### src/rtl/cdce_init_sequencer.sv
// cdce_init_sequencer: brings up the CDCE62002 through its SPI programmer, then qualifies PLL lock.
// Latency: every output is registered. Decisions take effect one cycle after the inputs are sampled.
// Backpressure: the send pulse is withheld while the programmer still reports active.
//
// Ports:
//   clk, reset     - system clock, synchronous active-high reset
//   prog_send      - one-cycle send_data pulse to the programmer
//   prog_active    - programmer busy flag (high while the SPI stream runs)
//   pll_lock       - PLL lock status, already synchronised to clk
//   reprogram_req  - level request for a full re-init (acted on in READY/FAIL only)
//   clk_ready      - clocks qualified (state READY)
//   sys_reset      - downstream reset, released only in READY
//   init_fail      - all attempts exhausted (state FAIL, sticky)
//   lock_lost      - one-cycle pulse when lock drops while READY
//   retry_count    - attempts used beyond the first, saturating
//   state_dbg      - raw state code for debug/LEDs
module cdce_init_sequencer #(
    parameter int POWERUP_CYCLES = 1024,
    parameter int ACT_TIMEOUT    = 64,
    parameter int LOCK_STABLE    = 256,
    parameter int LOCK_TIMEOUT   = 65536,
    parameter int MAX_RETRIES    = 3,
    // A single-attempt build still needs a one-bit retry_count port.
    localparam int RW = (MAX_RETRIES > 0) ? $clog2(MAX_RETRIES + 1) : 1
) (
    input  logic          clk,
    input  logic          reset,
    output logic          prog_send,
    input  logic          prog_active,
    input  logic          pll_lock,
    input  logic          reprogram_req,
    output logic          clk_ready,
    output logic          sys_reset,
    output logic          init_fail,
    output logic          lock_lost,
    output logic [RW-1:0] retry_count,
    output logic [2:0]    state_dbg
);

    // A single shared counter serves PWRUP, WAIT_ACT and LOCK_WAIT.
    // Size it for the longest of the three intervals.
    localparam int CMAX_A = (POWERUP_CYCLES > ACT_TIMEOUT) ? POWERUP_CYCLES : ACT_TIMEOUT;
    localparam int CMAX   = (CMAX_A > LOCK_TIMEOUT) ? CMAX_A : LOCK_TIMEOUT;
    localparam int CW     = $clog2(CMAX + 1);
    localparam int SW     = $clog2(LOCK_STABLE + 1);

    localparam logic [CW-1:0] PWR_LAST  = CW'(POWERUP_CYCLES - 1);
    localparam logic [CW-1:0] ACT_LAST  = CW'(ACT_TIMEOUT - 1);
    localparam logic [CW-1:0] LOCK_LAST = CW'(LOCK_TIMEOUT - 1);
    localparam logic [SW-1:0] STAB_LAST = SW'(LOCK_STABLE - 1);
    localparam logic [RW-1:0] RETRY_MAX = RW'(MAX_RETRIES);

    typedef enum logic [2:0] {
        S_PWRUP     = 3'd0,
        S_SEND      = 3'd1,
        S_WAIT_ACT  = 3'd2,
        S_WAIT_DONE = 3'd3,
        S_LOCK_WAIT = 3'd4,
        S_READY     = 3'd5,
        S_FAIL      = 3'd6
    } state_t;

    state_t        state;
    logic [CW-1:0] cnt;
    logic [SW-1:0] stab;

    assign state_dbg = state;

    // clk_ready, sys_reset and init_fail are updated on the transitions into
    // and out of READY/FAIL. This keeps them registered and in step with state.
    always_ff @(posedge clk) begin
        if (reset) begin
            state       <= S_PWRUP;
            cnt         <= '0;
            stab        <= '0;
            prog_send   <= 1'b0;
            clk_ready   <= 1'b0;
            sys_reset   <= 1'b1;
            init_fail   <= 1'b0;
            lock_lost   <= 1'b0;
            retry_count <= '0;
        end else begin
            prog_send <= 1'b0;
            lock_lost <= 1'b0;
            case (state)
                S_PWRUP: begin
                    if (cnt == PWR_LAST) begin
                        // If the programmer is still busy from an interrupted
                        // attempt, hold here until it goes idle.
                        if (!prog_active) begin
                            state     <= S_SEND;
                            cnt       <= '0;
                            prog_send <= 1'b1;
                        end
                    end else begin
                        cnt <= cnt + 1'b1;
                    end
                end
                S_SEND: begin
                    state <= S_WAIT_ACT;
                    cnt   <= '0;
                end
                S_WAIT_ACT: begin
                    if (prog_active) begin
                        state <= S_WAIT_DONE;
                        cnt   <= '0;
                    end else if (cnt == ACT_LAST) begin
                        cnt <= '0;
                        if (retry_count < RETRY_MAX) begin
                            retry_count <= retry_count + 1'b1;
                            state       <= S_PWRUP;
                        end else begin
                            state     <= S_FAIL;
                            init_fail <= 1'b1;
                        end
                    end else begin
                        cnt <= cnt + 1'b1;
                    end
                end
                S_WAIT_DONE: begin
                    if (!prog_active) begin
                        state <= S_LOCK_WAIT;
                        cnt   <= '0;
                        stab  <= '0;
                    end
                end
                S_LOCK_WAIT: begin
                    // Qualification takes priority over a timeout in the same cycle.
                    if (pll_lock && stab == STAB_LAST) begin
                        state     <= S_READY;
                        clk_ready <= 1'b1;
                        sys_reset <= 1'b0;
                        cnt       <= '0;
                        stab      <= '0;
                    end else if (cnt == LOCK_LAST) begin
                        cnt  <= '0;
                        stab <= '0;
                        if (retry_count < RETRY_MAX) begin
                            retry_count <= retry_count + 1'b1;
                            state       <= S_PWRUP;
                        end else begin
                            state     <= S_FAIL;
                            init_fail <= 1'b1;
                        end
                    end else begin
                        cnt  <= cnt + 1'b1;
                        stab <= pll_lock ? stab + 1'b1 : '0;
                    end
                end
                S_READY: begin
                    // A lock drop only needs requalification, not reprogramming.
                    if (!pll_lock) begin
                        state     <= S_LOCK_WAIT;
                        lock_lost <= 1'b1;
                        clk_ready <= 1'b0;
                        sys_reset <= 1'b1;
                        cnt       <= '0;
                        stab      <= '0;
                    end else if (reprogram_req) begin
                        state       <= S_PWRUP;
                        clk_ready   <= 1'b0;
                        sys_reset   <= 1'b1;
                        cnt         <= '0;
                        retry_count <= '0;
                    end
                end
                S_FAIL: begin
                    if (reprogram_req) begin
                        state       <= S_PWRUP;
                        init_fail   <= 1'b0;
                        cnt         <= '0;
                        retry_count <= '0;
                    end
                end
                default: begin
                    state       <= S_PWRUP;
                    cnt         <= '0;
                    stab        <= '0;
                    clk_ready   <= 1'b0;
                    sys_reset   <= 1'b1;
                    init_fail   <= 1'b0;
                    retry_count <= '0;
                end
            endcase
        end
    end

endmodule
### config.mk
export PLATFORM = sky130hd
export DESIGN_NAME = cdce_init_sequencer
export DESIGN_NICKNAME = d
export VERILOG_FILES = /design/src/rtl/cdce_init_sequencer.sv
export SDC_FILE = /design/constraint.sdc
export NUM_CORES = 1
export LEC_CHECK = 0
export CAP_MARGIN = 20
export CORE_UTILIZATION = 62
export CTS_BUF_LIST = sky130_fd_sc_hd__clkbuf_4
export DETAILED_ROUTE_END_ITERATION = 10
export PLACE_DENSITY = 0.79
export SETUP_SLACK_MARGIN = 0.3
export SYNTH_ARGS = -nofsm -noshare
export SYNTH_HDL_FRONTEND = slang
export SYNTH_SLANG_ARGS = --single-unit
### constraint.sdc
create_clock -name clk -period 4.4 [get_ports clk]
set_clock_uncertainty 0.2 [all_clocks]
set_input_delay 0.88 -clock clk [delete_from_list [all_inputs] [get_ports clk]]
set_output_delay 0.88 -clock clk [all_outputs]
set_load 0.01 [all_outputs]
==> metrics.md, run 1 <==
| Metric | Value |
|---|---|
| Slew Viols, Final | `0` |
| H-tree Lvls | `2` |
| PwrDens | `around 230 mW/mm^2` |
| Clock buffer depth | `2` |
| Top cells by area, synth | `dfxtp_1 (34%), nand2_1 (6.5%), nor2_1 (5.8%), nand3_1 (5.2%), ha_1 (3.5%)` |
| Arrival @ worst endpoint | `between 3 and 4 ns` |
| Max transition margin | `42.61%` |
| Via Count | `1989` |
| CP endpoint kind | `flop` |
| Fin area | `between 0.002 and 0.0025 sq mm` |
| DR vias/cell | `between 6 and 7` |
| Mapped Avg Cell Area | `7.802 sq um` |
| Num CTS Buffers | `5` |
| Final period util | `between 70% and 80%` |
| Slowest CP cell | `a31oi_2` |
| Max incr delay on CP | `between 0.6 and 0.7 ns` |
| CTS tree | `yes` |
| Area grow syn2layout | `9.729%` |
| Post-placement cell area | `between 0.002 and 0.0025 sq mm` |
| Synth top area share | `33.96%` |
| Synth area leader | `dfxtp_1` |
| Antenna viol nets, final | `0` |
| Status | `finished clean` |
| Overflow left after global routing | `0` |
| Sink Count | `36` |
| Main synth FF type | `dfxtp_1` |
| Crit path from | `cnt[0]$_SDFF_PP0_` |
| Final hold violations | `0` |
| Total track usage | `between 20% and 30%` |
| Final HPWL from detailed placement | `approximately 3100 microns` |
| Register area | `720.7 sq um` |
| CP required | `around 4.5 ns` |
| Vias in the first global route | `roughly 1700` |
| Worst-Margin Slew | `approximately 0.86 ns` |
| Initial DRC count | `100` |
| Seq/Total Area, Yosys | `roughly 34%` |
| CTS root buffer | `clkbuf_4` |
| Max VDD drop | `about 0.16 mV` |
| Min-delay worst type | `flop to flop` |
| Fin nets | `slightly below 300` |
| FF+latch count, synth | `36` |
| Num ports | `15` |
| Routed wire length | `between 4000 and 5000 microns` |
| Die X | `60.51 microns` |
| Critical path startpoint category | `flop` |
| Worst hold path startpoint | `retry_count[1]$_SDFFE_PP0P_` |
| RR Startpoint | `cnt[0]$_SDFF_PP0_` |
| Post-synth EDFFs | `0` |
| Synthesized area | `0.002122 sq mm` |
| Area of the multi-input gates | `~0.0013 sq mm` |
| Syn_nets | `~280` |
| Post-CTS sizing | `0` |
| CP Max Fanout | `18` |
| Row count | `20` |
| Post CTS Setup Buffer Count | `0` |
| Crit path kind | `flop to flop` |
| Layout cell share with drive strength beyond 1 | `around 6.7%` |
| Synth unique cells | `59` |
| Asr flop ratio synth | `0%` |
| Port Buffers | `14` |
| Initial antenna violation count | `0` |
| Placed insts | `between 300 and 400` |
| Pleak | `about 0.84 nW` |
| Synth Instances | `approximately 270` |
| Crit-path cells | `ha_1 > nand2_1 > nor3_1 > and3_1 > and3_1 > nand3_1 > inv_1 > ha_1 > or3_1 > a31oi_2 > and3_1 > a221o_1` |
| Setup TNS | `0 ns` |
| CP most frequent cell | `and3_1` |
| Placer congestion estimate | `0.8846` |
| Final worst slack | `approximately 0.98 ns` |
| Finished Layout Cells | `roughly 330` |
| # setup viols final | `0` |
| Placeable Area | `between 0.003 and 0.004 sq mm` |
| Pre-CTS WS | `around 0.96 ns` |
| Initial DRT Pass Iterations | `4` |
| RSZ-0062 raised after global routing | `false` |
| Max cap viols | `0` |
| # DRC | `0` |
| First-pass GRT wire length | `around 7400 microns` |
| Tmin final | `between 3 and 4 ns` |
| Clk_lat worst skew | `around 0.36 ns` |
| WL/cell | `13.64 microns` |
| Worst-path clk slew | `approximately 0.11 ns` |
| Largest net degree at the start of global routing | `27` |
| DIE HEIGHT | `60.51 microns` |
| Post-CTS Hold Buffers | `0` |
| Antenna diodes | `0` |
| Fmax | `approximately 300 MHz` |
| Initial Utilization | `between 60% and 70%` |
| Syn. warnings | `0` |
| Die area | `0.003661 sq mm` |
| Fill cell count | `273` |
==> final cells by class <==
| class | count | area share, % |
|---|---|---|
| timing repair buffer | 15 | 6.341 |
| tap | 44 | 2.364 |
| clock buffer | 5 | 1.612 |
| inverter | 8 | 1.290 |
| clock inverter | 3 | 0.8060 |
| multi-input combinational | 217 | 56.64 |
| sequential | 36 | 30.95 |
==> metal layers <==
| layer | up-vias | GRT usage (%) | routed length [microns] |
|---|---|---|---|
| li1 | 1018 | - | - |
| met1 | 913 | 36.79 | 2240 |
| met2 | 51 | 41.60 | 1948 |
| met3 | 7 | 4.051 | 224 |
| met4 | 0 | 10.06 | 60 |
| met5 | - | 0 | 0 |
==> placed cells by master, fill, tap and decap left out, types with 3 or more instances in the layout <==
cell,Yosys,final
a21o_1,4,4
a21oi_1,14,14
a22oi_1,3,3
and3_1,5,5
clkbuf_4,0,5
clkdlybuf4s50_1,0,14
dfxtp_1,36,36
ha_1,6,6
inv_1,8,8
mux2i_1,4,4
nand2_1,37,37
nand2b_1,3,3
nand3_1,22,22
nand4_1,3,3
nor2_1,33,33
nor3_1,11,11
o211ai_1,3,3
o21ai_0,4,4
o21ai_1,4,4
o311ai_1,7,7
or3_1,5,5
xnor2_1,5,5
xor2_1,3,3
==> flip-flops by register name, summed over array words and instances, names as in the netlist <==
signal and flops:
clk_ready 1, cnt 17, init_fail 1, lock_lost 1
prog_send 1, retry_count 2, stab 9, state_dbg 3
sys_reset 1
==> synth_stat cells, drive strengths merged, types with 2 or more instances <==
| cell | count |
|---|---|
| a21boi | 2 |
| a21o | 4 |
| a21oi | 17 |
| a22o | 2 |
| a22oi | 3 |
| a2bb2oi | 2 |
| a31oi | 2 |
| and3 | 5 |
| buf | 6 |
| clkbuf | 5 |
| dfxtp | 36 |
| ha | 6 |
| inv | 8 |
| mux2i | 4 |
| nand2 | 37 |
| nand2b | 3 |
| nand3 | 23 |
| nand4 | 3 |
| nor2 | 33 |
| nor3 | 11 |
| nor4b | 2 |
| o211ai | 3 |
| o21ai | 8 |
| o311ai | 7 |
| or2 | 3 |
| or3 | 6 |
| or4 | 3 |
| xnor2 | 5 |
| xor2 | 3 |
==> stage by stage <==
step	total power, mW	hold WS (ns)	util (%)
floorplan	0.3527	0.2559	-
global placement	0.3620	0.2642	72.06
detailed placement	0.3624	0.2689	72.06
CTS	0.5405	0.2868	73.85
global route	0.5543	0.3178	73.85
finish	0.5375	0.2865	73.85
==> path summary, 6_finish.rpt <==
check / slack [ns] / endpoint / cells past startpoint
setup / recovery: 0.98 / cnt[5]$_SDFF_PP0_ / 12
hold / removal: 0.29 / retry_count[1]$_SDFFE_PP0P_ / 2
setup reg to reg: 0.98 / cnt[5]$_SDFF_PP0_ / 12
hold reg to reg: 0.29 / retry_count[1]$_SDFFE_PP0P_ / 2
==> worst max-delay path: cells and delay by family, from the launching register on <==
kind                     cells  cell delay [ns]
AND/OR/NAND/NOR              7             1.48
buffers and inverters        1             0.05
flip-flops                   1             0.37
adder cells (fa/ha/maj)      2             0.47
AO/OA/AOI/OAI                2             0.77
==> cell families (layout without fill, tap and decap cells) <==
kind of cell | after synthesis | after routing | share of synthesized area (%)
AND/OR/NAND/NOR | 136 | 136 | 31.55
AO/OA/AOI/OAI | 63 | 63 | 21.88
flip-flops | 36 | 36 | 33.96
buffers and inverters | 19 | 31 | 3.892
XOR/XNOR | 8 | 8 | 3.302
adder cells (fa/ha/maj) | 6 | 6 | 3.538
multiplexers | 4 | 4 | 1.887
==> where the power goes <==
part / total [mW] / switching, mW / internal, mW / leakage (nW)
Sequential: 0.331 / 0.00265 / 0.328 / 0.290
Combinational: 0.0248 / 0.0156 / 0.00924 / 0.512
Clock: 0.182 / 0.121 / 0.0614 / 0.0349
Total: 0.537 / 0.139 / 0.399 / 0.838
Note: power is estimated with default switching activity, not from simulation.
==> run 2, diff against run 1 <==
--- a/config.mk
+++ b/config.mk
@@ -6,10 +6,10 @@
 export NUM_CORES = 1
 export LEC_CHECK = 0
 export CAP_MARGIN = 20
-export CORE_UTILIZATION = 62
+export CORE_UTILIZATION = 61
 export CTS_BUF_LIST = sky130_fd_sc_hd__clkbuf_4
 export DETAILED_ROUTE_END_ITERATION = 10
-export PLACE_DENSITY = 0.79
+export PLACE_DENSITY = 0.78
 export SETUP_SLACK_MARGIN = 0.3
 export SYNTH_ARGS = -nofsm -noshare
 export SYNTH_HDL_FRONTEND = slang
==> constraint.sdc (replaced) <==
create_clock -name clk -period 3.6 [get_ports clk]
set_clock_uncertainty 0.2 [all_clocks]
set_input_delay 0.72 -clock clk [delete_from_list [all_inputs] [get_ports clk]]
set_output_delay 0.72 -clock clk [all_outputs]
set_load 0.01 [all_outputs]
==> run 2 against run 1 <==
  * Core utilization is 2.3 points lower
  * Combinational power increased by 34%
  * Sequential share of layout area fell by 0.75 points
  * Die area grew 1.6%
  * Largest cell class unchanged
  * Register-to-register slack lost 0.43 ns
  * Wire length grew 2.1%
  * First-iteration DRC count up 72%
==> metrics.md, run 2 (synthesis gave the netlist of run 1 again) <==
| Metric | Value |
|---|---|
| Slew Viols, Final | `0` |
| Final hold violations | `0` |
| Num CTS Buffers | `5` |
| Flop pwr share | `between 50% and 60%` |
| Post-CTS sizing | `0` |
| Clk_lat worst skew | `around 0.36 ns` |
| Antenna diodes | `0` |
| CTS tree | `yes` |
| Initial Utilization | `between 60% and 70%` |
| First-pass GRT wire length | `7044 microns` |
| Pre-CTS WS | `around 0.5 ns` |
| Placeable Area | `~0.0033 sq mm` |
| PwrDens | `roughly 300 mW/mm^2` |
| Commonest non-fill, non-tap cell in the layout | `nand2_1` |
| Num ports | `15` |
| Worst-Margin Slew | `0.7602 ns` |
| Fin nets | `roughly 300` |
| Initial DRT Pass Iterations | `4` |
| CP required | `about 3.7 ns` |
| DR vias/cell | `just over 6` |
| Fmax | `around 330 MHz` |
| Total track usage | `26.06%` |
| Initial DRC count | `172` |
| Sw power | `164.1 uW` |
| Hold_ws | `about 0.28 ns` |
| Final worst slack | `between 0.5 and 0.6 ns` |
| CP endpoint kind | `flop` |
| Min-delay worst type | `flop to flop` |
| Most frequent cells in the layout | `nand2_1 (37), dfxtp_1 (36), nor2_1 (33)` |
| Max VDD drop | `0.2500 mV` |
| Combinational fraction of design power | `between 4 and 5%` |
| Post CTS Setup Buffer Count | `0` |
| Clock buffer depth | `2` |
| Final period util | `84.60%` |
| Arrival @ worst endpoint | `roughly 3.1 ns` |
| Post-CTS Hold Buffers | `0` |
| Crit path kind | `flop to flop` |
| Overflow left after global routing | `0` |
| Clock share of power | `between 40 and 50%` |
| RSZ-0062 raised after global routing | `false` |
| Largest net degree at the start of global routing | `27` |
| Most flop-heavy register | `cnt` |
| Port Buffers | `14` |
| Antenna viol nets, final | `0` |
| RR Startpoint | `cnt[0]$_SDFF_PP0_` |
| CTS root buffer | `clkbuf_4` |
| # DRC | `0` |
| Layout cell share with drive strength beyond 1 | `slightly above 8%` |
| Sw Share | `between 20 and 25%` |
| Critical path startpoint category | `flop` |
| Die area | `approximately 0.0037 sq mm` |
| Routed wire length | `approximately 4600 microns` |
| Initial antenna violation count | `0` |
| Max cap viols | `0` |
| H-tree Lvls | `2` |
| Max transition margin | `49.25%` |
| Fill cell count | `290` |
| WL/cell | `roughly 14 microns` |
| Worst-path clk slew | `0.11 ns` |
| Crit path from | `cnt[0]$_SDFF_PP0_` |
| Row count | `21` |
| Worst hold path startpoint | `retry_count[1]$_SDFFE_PP0P_` |
| DIE HEIGHT | `60.98 microns` |
| Die X | `60.98 microns` |
| Sink Count | `36` |
| Int Pwr | `around 570 uW` |
| Final HPWL from detailed placement | `between 3000 and 4000 microns` |
| Via Count | `2016` |
| # setup viols final | `0` |
| Pleak | `around 0.86 nW` |
| Placer congestion estimate | `between 0.8 and 0.9` |
| Status | `finished clean` |
| CP Max Fanout | `8` |
| Max reg flops | `17` |
| Area grow syn2layout | `12.44%` |
| Setup TNS | `0 ns` |
| Tmin final | `3.046 ns` |
| Vias in the first global route | `1599` |
[run 2: per-stage QoR]
step / utilization [%] / instances / area (sq um) / power [mW]
after floorplan: - / 272 / 2122 / 0.4311
after global placement: 68.62 / 324 / 2290 / 0.4446
after detailed placement: 68.62 / 324 / 2290 / 0.4453
after CTS: 71.02 / 332 / 2370 / 0.7383
after global routing: 71.50 / 332 / 2386 / 0.7583
final: 71.50 / 332 / 2386 / 0.7311
[run 2: worst paths after layout]
| path | cells past startpoint | slack [ns] | end |
|---|---|---|---|
| max | 13 | 0.55 | cnt[12]$_SDFF_PP0_ |
| min | 2 | 0.28 | retry_count[1]$_SDFFE_PP0P_ |
| max reg2reg | 13 | 0.55 | cnt[12]$_SDFF_PP0_ |
| min reg2reg | 2 | 0.28 | retry_count[1]$_SDFFE_PP0P_ |
[run 2: metal layers]
metal | part of all wire (%) | global-route usage (%)
met5 | 0 | 0
met3 | 4.7 | 5.117
met4 | 1.2 | 11.04
met1 | 50 | 37.12
met2 | 44 | 38.30
[run 2: power groups by stage]
stage / registers (mW) / clock network [mW] / logic (mW)
after detailed placement: 0.413 / 0 / 0.0325
after CTS: 0.404 / 0.302 / 0.0326
after global placement: 0.413 / 0 / 0.0319
after floorplan: 0.412 / 0 / 0.0189
after global routing: 0.404 / 0.317 / 0.0367
final: 0.404 / 0.294 / 0.0333
[run 2: worst max-delay path, cell delays in order (launching register included)]
cell and delay [ns]:
dfxtp_1 0.35, ha_1 0.23, nand2_1 0.18, nor3_2 0.08
and3_1 0.19, and3_1 0.17, nand3_1 0.09, inv_1 0.05
ha_1 0.22, or3_1 0.50, a31oi_4 0.30, buf_4 0.22
nand3_1 0.09, o311ai_1 0.09
[run 2: final cells by class]
| type | count | area [sq um] | area share [%] |
|---|---|---|---|
| clock inverter | 2 | 35.03 | 1.468 |
| clock buffer | 6 | 45.04 | 1.888 |
| inverter | 8 | 30.03 | 1.259 |
| sequential | 36 | 720.7 | 30.20 |
| multi-input combinational | 217 | 1335 | 55.95 |
| tap | 46 | 57.56 | 2.412 |
| timing repair buffer | 17 | 162.7 | 6.817 |
